<file path="src/rtl/prio_encoder_8x3_seq.sv">
// prio_encoder_8x3_seq: registered priority encoder, serialises pending requests highest index first (ENC_OVR_EN adds ovr_err_o)
module prio_encoder_8x3_seq #(
    parameter int N = 8,
    parameter int W = $clog2(N)
) (
    input  logic         clk,
    input  logic         rst,
    input  logic [N-1:0] req_in_i,
    input  logic         req_valid_i,
    output logic [W-1:0] code_o,
    output logic         code_valid_o,
    input  logic         code_ready_i,
    output logic [N-1:0] pending_o
`ifdef ENC_OVR_EN
    ,
    output logic         ovr_err_o
`endif
);
    localparam logic [0:0] IDLE = 1'b0;
    localparam logic [0:0] HOLD = 1'b1;
    logic [0:0]   state_q, state_d;
    logic [W-1:0] code_q, code_d, hi;
    logic [N-1:0] pending_q, nxt, clr, new_req;
    logic         hs;
    assign code_o       = code_q;
    assign code_valid_o = state_q == HOLD;
    assign pending_o    = pending_q;
    // Merge requests into the pending set and pick the next code once the output is free
    always_comb begin
        hs      = code_valid_o & code_ready_i;
        clr     = hs ? ({{(N-1){1'b0}}, 1'b1} << code_q) : '0;
        new_req = req_valid_i ? req_in_i : '0;
        nxt     = (pending_q & ~clr) | new_req;
        hi      = '0;
        for (int i = 0; i < N; i++)
            if (nxt[i]) hi = i[W-1:0];
        state_d = (state_q == IDLE || hs) ? ((nxt != '0) ? HOLD : IDLE) : state_q;
        code_d  = ((state_q == IDLE || hs) && nxt != '0) ? hi : code_q;
    end
    // State, presented code and pending set
    always_ff @(posedge clk) begin
        if (rst) begin
            state_q   <= IDLE;
            code_q    <= '0;
            pending_q <= '0;
        end else begin
            state_q   <= state_d;
            code_q    <= code_d;
            pending_q <= nxt;
        end
    end
`ifdef ENC_OVR_EN
    // Pulse when a request lands on a bit that is pending and not being served this edge
    always_ff @(posedge clk) begin
        if (rst) ovr_err_o <= 1'b0;
        else     ovr_err_o <= |(new_req & pending_q & ~clr);
    end
`endif
endmodule

</file>
<file path="config.mk">
export PLATFORM = sky130hd
export DESIGN_NAME = prio_encoder_8x3_seq
export DESIGN_NICKNAME = d
export VERILOG_FILES = /design/src/rtl/prio_encoder_8x3_seq.sv
export SDC_FILE = /design/constraint.sdc
export NUM_CORES = 1
export LEC_CHECK = 0
export CAP_MARGIN = 0
export CORE_MARGIN = 4
export CORE_UTILIZATION = 36
export CTS_CLUSTER_SIZE = 12
export DETAILED_ROUTE_END_ITERATION = 8
export PLACE_DENSITY = 0.71
export SLEW_MARGIN = 40
export SYNTH_ARGS = -nofsm -noshare
export SYNTH_HDL_FRONTEND = slang
export SYNTH_SLANG_ARGS = --single-unit
</file>
<file path="constraint.sdc">
create_clock -name clk -period 1.9 [get_ports clk]
set_input_delay 0.38 -clock clk [delete_from_list [all_inputs] [get_ports clk]]
set_output_delay 0.38 -clock clk [all_outputs]
set_load 0.01 [all_outputs]
</file>
==> impl_metrics.json, run 1 <==
{
  "cap_viol_max_count": 0,
  "cp-start-kind": "register",
  "wl_um": 1820,
  "synthFlopType": "dfxtp_1",
  "hold_buffers": 0,
  "root_buffer": "clkbuf_4",
  "status": "finished, final reports clean",
  "tritoncts": "yes",
  "n_fill_cell": 137,
  "fin_skew_ns": 0.00444,
  "regToRegSetupSlack_ns": 0.1,
  "htree_levels": 1,
  "layout_min_cycle_time_ns": 1.80,
  "grt_max_degree": 13,
  "fin_setup_tns_ns": 0,
  "wl_per_cell_um": 15.6,
  "synthSimpleGateAreaFrac": 0.216,
  "antenna_found_initial": 0,
  "min_to": "pending_o[2]$_SDFF_PP0_",
  "seq_power_share": 0.424,
  "synth_compound_area_frac": 0.350,
  "diodes": 0,
  "synth_fa_ha_area_frac": 0,
  "ios": 24,
  "path_class": "register to register",
  "swShare": 0.293,
  "netlist_instances": 66,
  "path_cells": "nand4b_1 -> buf_4 -> a21oi_2 -> nand4_2 -> o31ai_4 -> nor2b_1 -> a311oi_1",
  "slew_headroom": 0.679,
  "power_per_cell_area_mw_per_mm2": 752,
  "ir_drop_mv": 0.446,
  "yosys_warnings": 0,
  "min_path_cells": 2,
  "fin_nets": 114,
  "die-area_sq_mm": 0.00235,
  "first_iter_violations": 19,
  "reg2reg_to": "code_o[0]$_SDFFE_PP0P_",
  "grt_pass1_wl_um": 3080,
  "synth.area.top_cells": "dfxtp_1 (41%), a21oi_1 (5.9%), a221oi_2 (5.1%), nor2_1 (3.8%), o31ai_4 (3.6%)",
  "r2r_start": "code_o[0]$_SDFFE_PP0P_",
  "p_int_uw": 517,
  "hpwl_um": 1300,
  "first_global_vias": 677,
  "placed_cell_area_sq_um": 900,
  "power.share.clock": 0.278,
  "preCtsSetupSlack_ns": -0.433,
  "cts.sinks": 12,
  "slew_viol_final": 0,
  "syn_area_per_cell_sq_um": 8.95,
  "critPathMaxStageDelay_ns": 0.38,
  "worstHoldPathType": "register to register",
  "ant_nets": 0,
  "synth_top_area_share": 0.407,
  "clkTransAtPathRegs_ns": 0.08,
  "rsz0062_at_grt": "false",
  "p_switching_uw": 214,
  "worst-r2r-cell-count": 7,
  "synth_most_common_cell": "dfxtp_1",
  "dr.pass1.iters": 4,
  "synth-edff-count": 0,
  "synth_fp_nets": 78,
  "critPathCaptureType": "register",
  "min-delay-start": "pending_o[2]$_SDFF_PP0_",
  "fp.dieH_um": 48.5,
  "seq_area_frac_synth": 0.407,
  "critical_path_arrival_ns": 1.94,
  "drive_above_1_share": 0.257,
  "grt_usage": 0.163,
  "drc": 0,
  "synthMuxAreaShare": 0,
  "max_freq_mhz": 555,
  "portBuffers": 23,
  "synthTopCellsByCount": "dfxtp_1 (12), a21oi_1 (7), nor2_1 (6)",
  "power_frac_comb": 0.298,
  "worstPathMaxFanout": 8,
  "finalHoldViolCount": 0,
  "crit_slowest_cell": "dfxtp_4",
  "ys_ff_latch": 12,
  "gp_congestion": 0.783,
  "fp.dieW_um": 48.5,
  "clockBufferDepth": 2,
  "vias": 663,
  "area_growth_pct": 64.6,
  "fin_ws_ns": 0.0976,
  "synth_top_family_by_area": "compound AO/OA/AOI/OAI gates",
  "ys_async_sr_fraction": 0,
  "crit_family": "simple AND/OR/NAND/NOR gates",
  "p_leak_uw": 0.000385,
  "yosys.area.top_type": "dfxtp_1",
  "period_share": 0.949,
  "core_sq_mm": 0.00152,
  "clk-insertion-delay-late_ns": 0.27,
  "setup_viol": 0,
  "rows": 14,
  "cp.buffers_inverters": 1,
  "synth_cell_types": 29,
  "syn-cell-area_sq_um": 591,
  "start_util": 0.388,
  "dp.cells": 112,
  "fin_area_sq_um": 972,
  "grt_overflow": 0,
  "synth-xor-area-share": 0,
  "numCtsBuffers": 3,
  "layout.cells.non_filler": 117,
  "cp.required_ns": 2.04,
  "via_per_inst": 5.67,
  "worst_pin_slew_ns": 0.481
}
==> cell families after synthesis <==
group | count (synthesis)
compound gates | 26
simple gates | 24
flops | 12
buf+inv | 4
==> worst register-to-register path, cell delays in order, from the launching register on <==
cell      delay [ns]
dfxtp_4         0.38
nand4b_1        0.22
buf_4           0.18
a21oi_2         0.19
nand4_2         0.17
o31ai_4         0.29
nor2b_1         0.18
a311oi_1        0.06
==> power groups by stage <==
| stage | clock network, uW | logic [uW] | registers (uW) |
|---|---|---|---|
| floorplan | 0 | 84.9 | 314 |
| global placement | 0 | 208 | 310 |
| detailed placement | 0 | 210 | 311 |
| CTS | 210 | 216 | 309 |
| global route | 230 | 234 | 316 |
| finish | 203 | 218 | 310 |
==> state kept, by name, summed over array words and instances (netlist names) <==
signal        cells
code_o            3
pending_o         8
code_valid_o      1
==> per-stage QoR <==
step	hold slack, ns	total power (uW)	util
final	0.530	731	0.638
after global routing	0.547	781	0.638
after CTS	0.537	735	0.626
after detailed placement	0.519	521	0.590
after global placement	0.512	518	0.590
after floorplan	0.449	399	-
==> metal layers <==
| layer | up-vias | routed length [um] | global-route usage |
|---|---|---|---|
| met4 | 0 | 0 | 0.0628 |
| met5 | - | 0 | 0 |
| met1 | 311 | 804 | 0.218 |
| met3 | 0 | 129 | 0.0491 |
| met2 | 31 | 889 | 0.243 |
| li1 | 321 | - | - |
==> timing repair <==
item	4_1_cts	5_1_grt
resized for setup	7	5
setup endpoints to repair	4	3
setup buffers	0	1
pin swaps	4	1
==> how the worst max path moves through the flow <==
stage                            from                endpoint  slack [ns]  cells after the start
2_1_floorplan  code_o[2]$_SDFFE_PP0P_  code_o[0]$_SDFFE_PP0P_        0.07                      6
3_3_place_gp             code_ready_i  code_o[0]$_SDFFE_PP0P_       -0.40                      7
3_5_place_dp             code_ready_i  code_o[0]$_SDFFE_PP0P_       -0.43                      7
4_1_cts                   req_valid_i  code_o[0]$_SDFFE_PP0P_        0.03                      7
5_1_grt                  code_ready_i  code_o[0]$_SDFFE_PP0P_        0.02                      7
6_report       code_o[0]$_SDFFE_PP0P_  code_o[0]$_SDFFE_PP0P_         0.1                      7
==> layout by cell type (no fill, tap or decap), drive strengths merged, types with 2 or more instances in the layout <==
master	Yosys	final
a21boi	2	2
a21oi	7	7
a221oi	2	2
a22o	2	2
and2b	2	2
buf	1	10
clkbuf	1	4
clkdlybuf4s50	0	21
dfxtp	12	12
inv	2	2
nand2	5	5
nand2b	2	2
nand3	4	4
nand4	2	2
nor2	6	6
o21ai	4	4
o31ai	3	3
==> final cells by class <==
type / count / area, sq um / area share
clock buffer: 4 / 36.3 / 0.0373
sequential: 12 / 253 / 0.260
tap: 16 / 20.0 / 0.0206
inverter: 2 / 7.51 / 0.00772
multi-input combinational: 50 / 349 / 0.359
timing repair buffer: 33 / 307 / 0.315
(Power assumes the default switching activity.)
==> inputs of run 2 (changes only) <==
Settings changed: CELL_PAD_IN_SITES_DETAIL_PLACEMENT from default to 1, CELL_PAD_IN_SITES_GLOBAL_PLACEMENT from default to 2, CORE_MARGIN 4 to 2, CORE_UTILIZATION 36 to 20, PLACE_DENSITY 0.71 to default, PLACE_DENSITY_LB_ADDON from default to 0.1, SLEW_MARGIN 40 to 10.
==> impl_metrics.json, run 2 (same netlist as run 1, synthesis figures left out) <==
{
  "ir_drop_mv": 0.379,
  "ant_nets": 0,
  "layout.cells.non_filler": 143,
  "drc": 0,
  "finalHoldViolCount": 0,
  "cts.sinks": 12,
  "gp_congestion": 0.770,
  "setup_viol": 0,
  "critPathCaptureType": "register",
  "root_buffer": "clkbuf_4",
  "crit_slowest_cell": "o31ai_4",
  "wl_per_cell_um": 14.7,
  "htree_levels": 1,
  "slew_viol_final": 0,
  "worstPathMaxFanout": 5,
  "cp-start-kind": "register",
  "path_cells": "nand4b_1 -> a221oi_2 -> nand4_2 -> o31ai_4 -> nor2b_4 -> a311oi_2",
  "vias": 689,
  "dp.cells": 131,
  "final_cell_mix": "clkdlybuf4s50_1 (21), buf_4 (21), dfxtp_1 (8)",
  "grt_pass1_wl_um": 3330,
  "critPathMaxStageDelay_ns": 0.37,
  "period_share": 0.989,
  "grt_max_degree": 13,
  "layout_min_cycle_time_ns": 1.88,
  "dr.pass1.iters": 2,
  "p_leak_uw": 0.000440,
  "rows": 19,
  "critical_path_arrival_ns": 2.02,
  "path_class": "register to register",
  "fin_nets": 125,
  "drive_above_1_share": 0.384,
  "via_per_inst": 4.82,
  "portBuffers": 23,
  "largest_register_ffs": 8,
  "start_util": 0.212,
  "numCtsBuffers": 3,
  "fp.dieW_um": 58.3,
  "wl_um": 2100,
  "clkTransAtPathRegs_ns": 0.09,
  "area_growth_pct": 86.9,
  "antenna_found_initial": 0,
  "cp.required_ns": 2.04,
  "power.share.clock": 0.270,
  "power_frac_comb": 0.348,
  "fin_skew_ns": 0.0136,
  "ios": 24,
  "crit_family": "compound AO/OA/AOI/OAI gates",
  "cap_viol_max_count": 0,
  "status": "finished, final reports clean",
  "swShare": 0.303,
  "clockBufferDepth": 2,
  "clk-insertion-delay-late_ns": 0.29,
  "final_core_util": 0.397,
  "whs_ns": 0.526,
  "grt_overflow": 0,
  "worstHoldPathType": "register to register",
  "slew_headroom": 0.662,
  "max_freq_mhz": 532,
  "first_iter_violations": 15,
  "diodes": 0,
  "grt_usage": 0.130,
  "p_switching_uw": 240,
  "core_sq_mm": 0.00278,
  "fp.dieH_um": 58.3,
  "fin_setup_tns_ns": 0,
  "cp.buffers_inverters": 0,
  "worst_pin_slew_ns": 0.505,
  "power_per_cell_area_mw_per_mm2": 719,
  "seq_power_share": 0.382,
  "hpwl_um": 1550,
  "first_global_vias": 710,
  "die-area_sq_mm": 0.00340,
  "p_int_uw": 553,
  "tritoncts": "yes",
  "rsz0062_at_grt": "true"
}
run 2: final cells by class:
| cell class | count | area [sq um] |
|---|---|---|
| sequential | 12 | 253 |
| fill | 332 | 1680 |
| tap | 31 | 38.8 |
| inverter | 2 | 7.51 |
| timing repair buffer | 44 | 382 |
| multi-input combinational | 50 | 387 |
| clock buffer | 4 | 36.3 |
run 2: power by group through the flow:
stage / registers, uW / logic, uW / clock network, uW
2_1_floorplan: 314 / 84.9 / 0
3_3_place_gp: 307 / 233 / 0
3_5_place_dp: 307 / 233 / 0
4_1_cts: 304 / 245 / 220
5_1_grt: 307 / 298 / 232
6_report: 303 / 276 / 215
run 2: repair_timing:
action / CTS / global route
setup endpoints to repair: 4 / 3
buffers inserted: 3 / 5
gates resized for setup: 7 / 15
hold buffers: 0 / 0
pin swaps: 3 / 7
run 2: stage by stage:
stage                     setup slack [ns]  power (uW)  instance area [sq um]
after floorplan                     0.0742         399                    591
after global placement              -0.492         541                    948
after detailed placement            -0.514         540                    948
after CTS                           0.0276         769                   1020
after global routing               -0.0490         838                   1100
final                               0.0206         793                   1100
run 2: worst min-delay path, cell delays in order (launching register included):
cell and delay, ns:
dfxtp_1 0.35, o31ai_2 0.08, a21oi_1 0.06
run 2: path summary, 6_finish.rpt:
check        depth (start not counted)                    start                 endpoint  slack (ns)
max                                  6   code_o[0]$_SDFFE_PP0P_   code_o[0]$_SDFFE_PP0P_        0.02
min                                  2  pending_o[2]$_SDFF_PP0_  pending_o[2]$_SDFF_PP0_        0.53
max reg2reg                          6   code_o[0]$_SDFFE_PP0P_   code_o[0]$_SDFFE_PP0P_        0.02
min reg2reg                          2  pending_o[2]$_SDFF_PP0_  pending_o[2]$_SDFF_PP0_        0.53
run 2: metal layers:
layer,GRT usage,vias up,share of wire
li1,-,345,-
met1,0.159,327,0.43
met2,0.225,15,0.52
met3,0.0264,2,0.036
met4,0.0498,0,0.010
met5,0,-,0
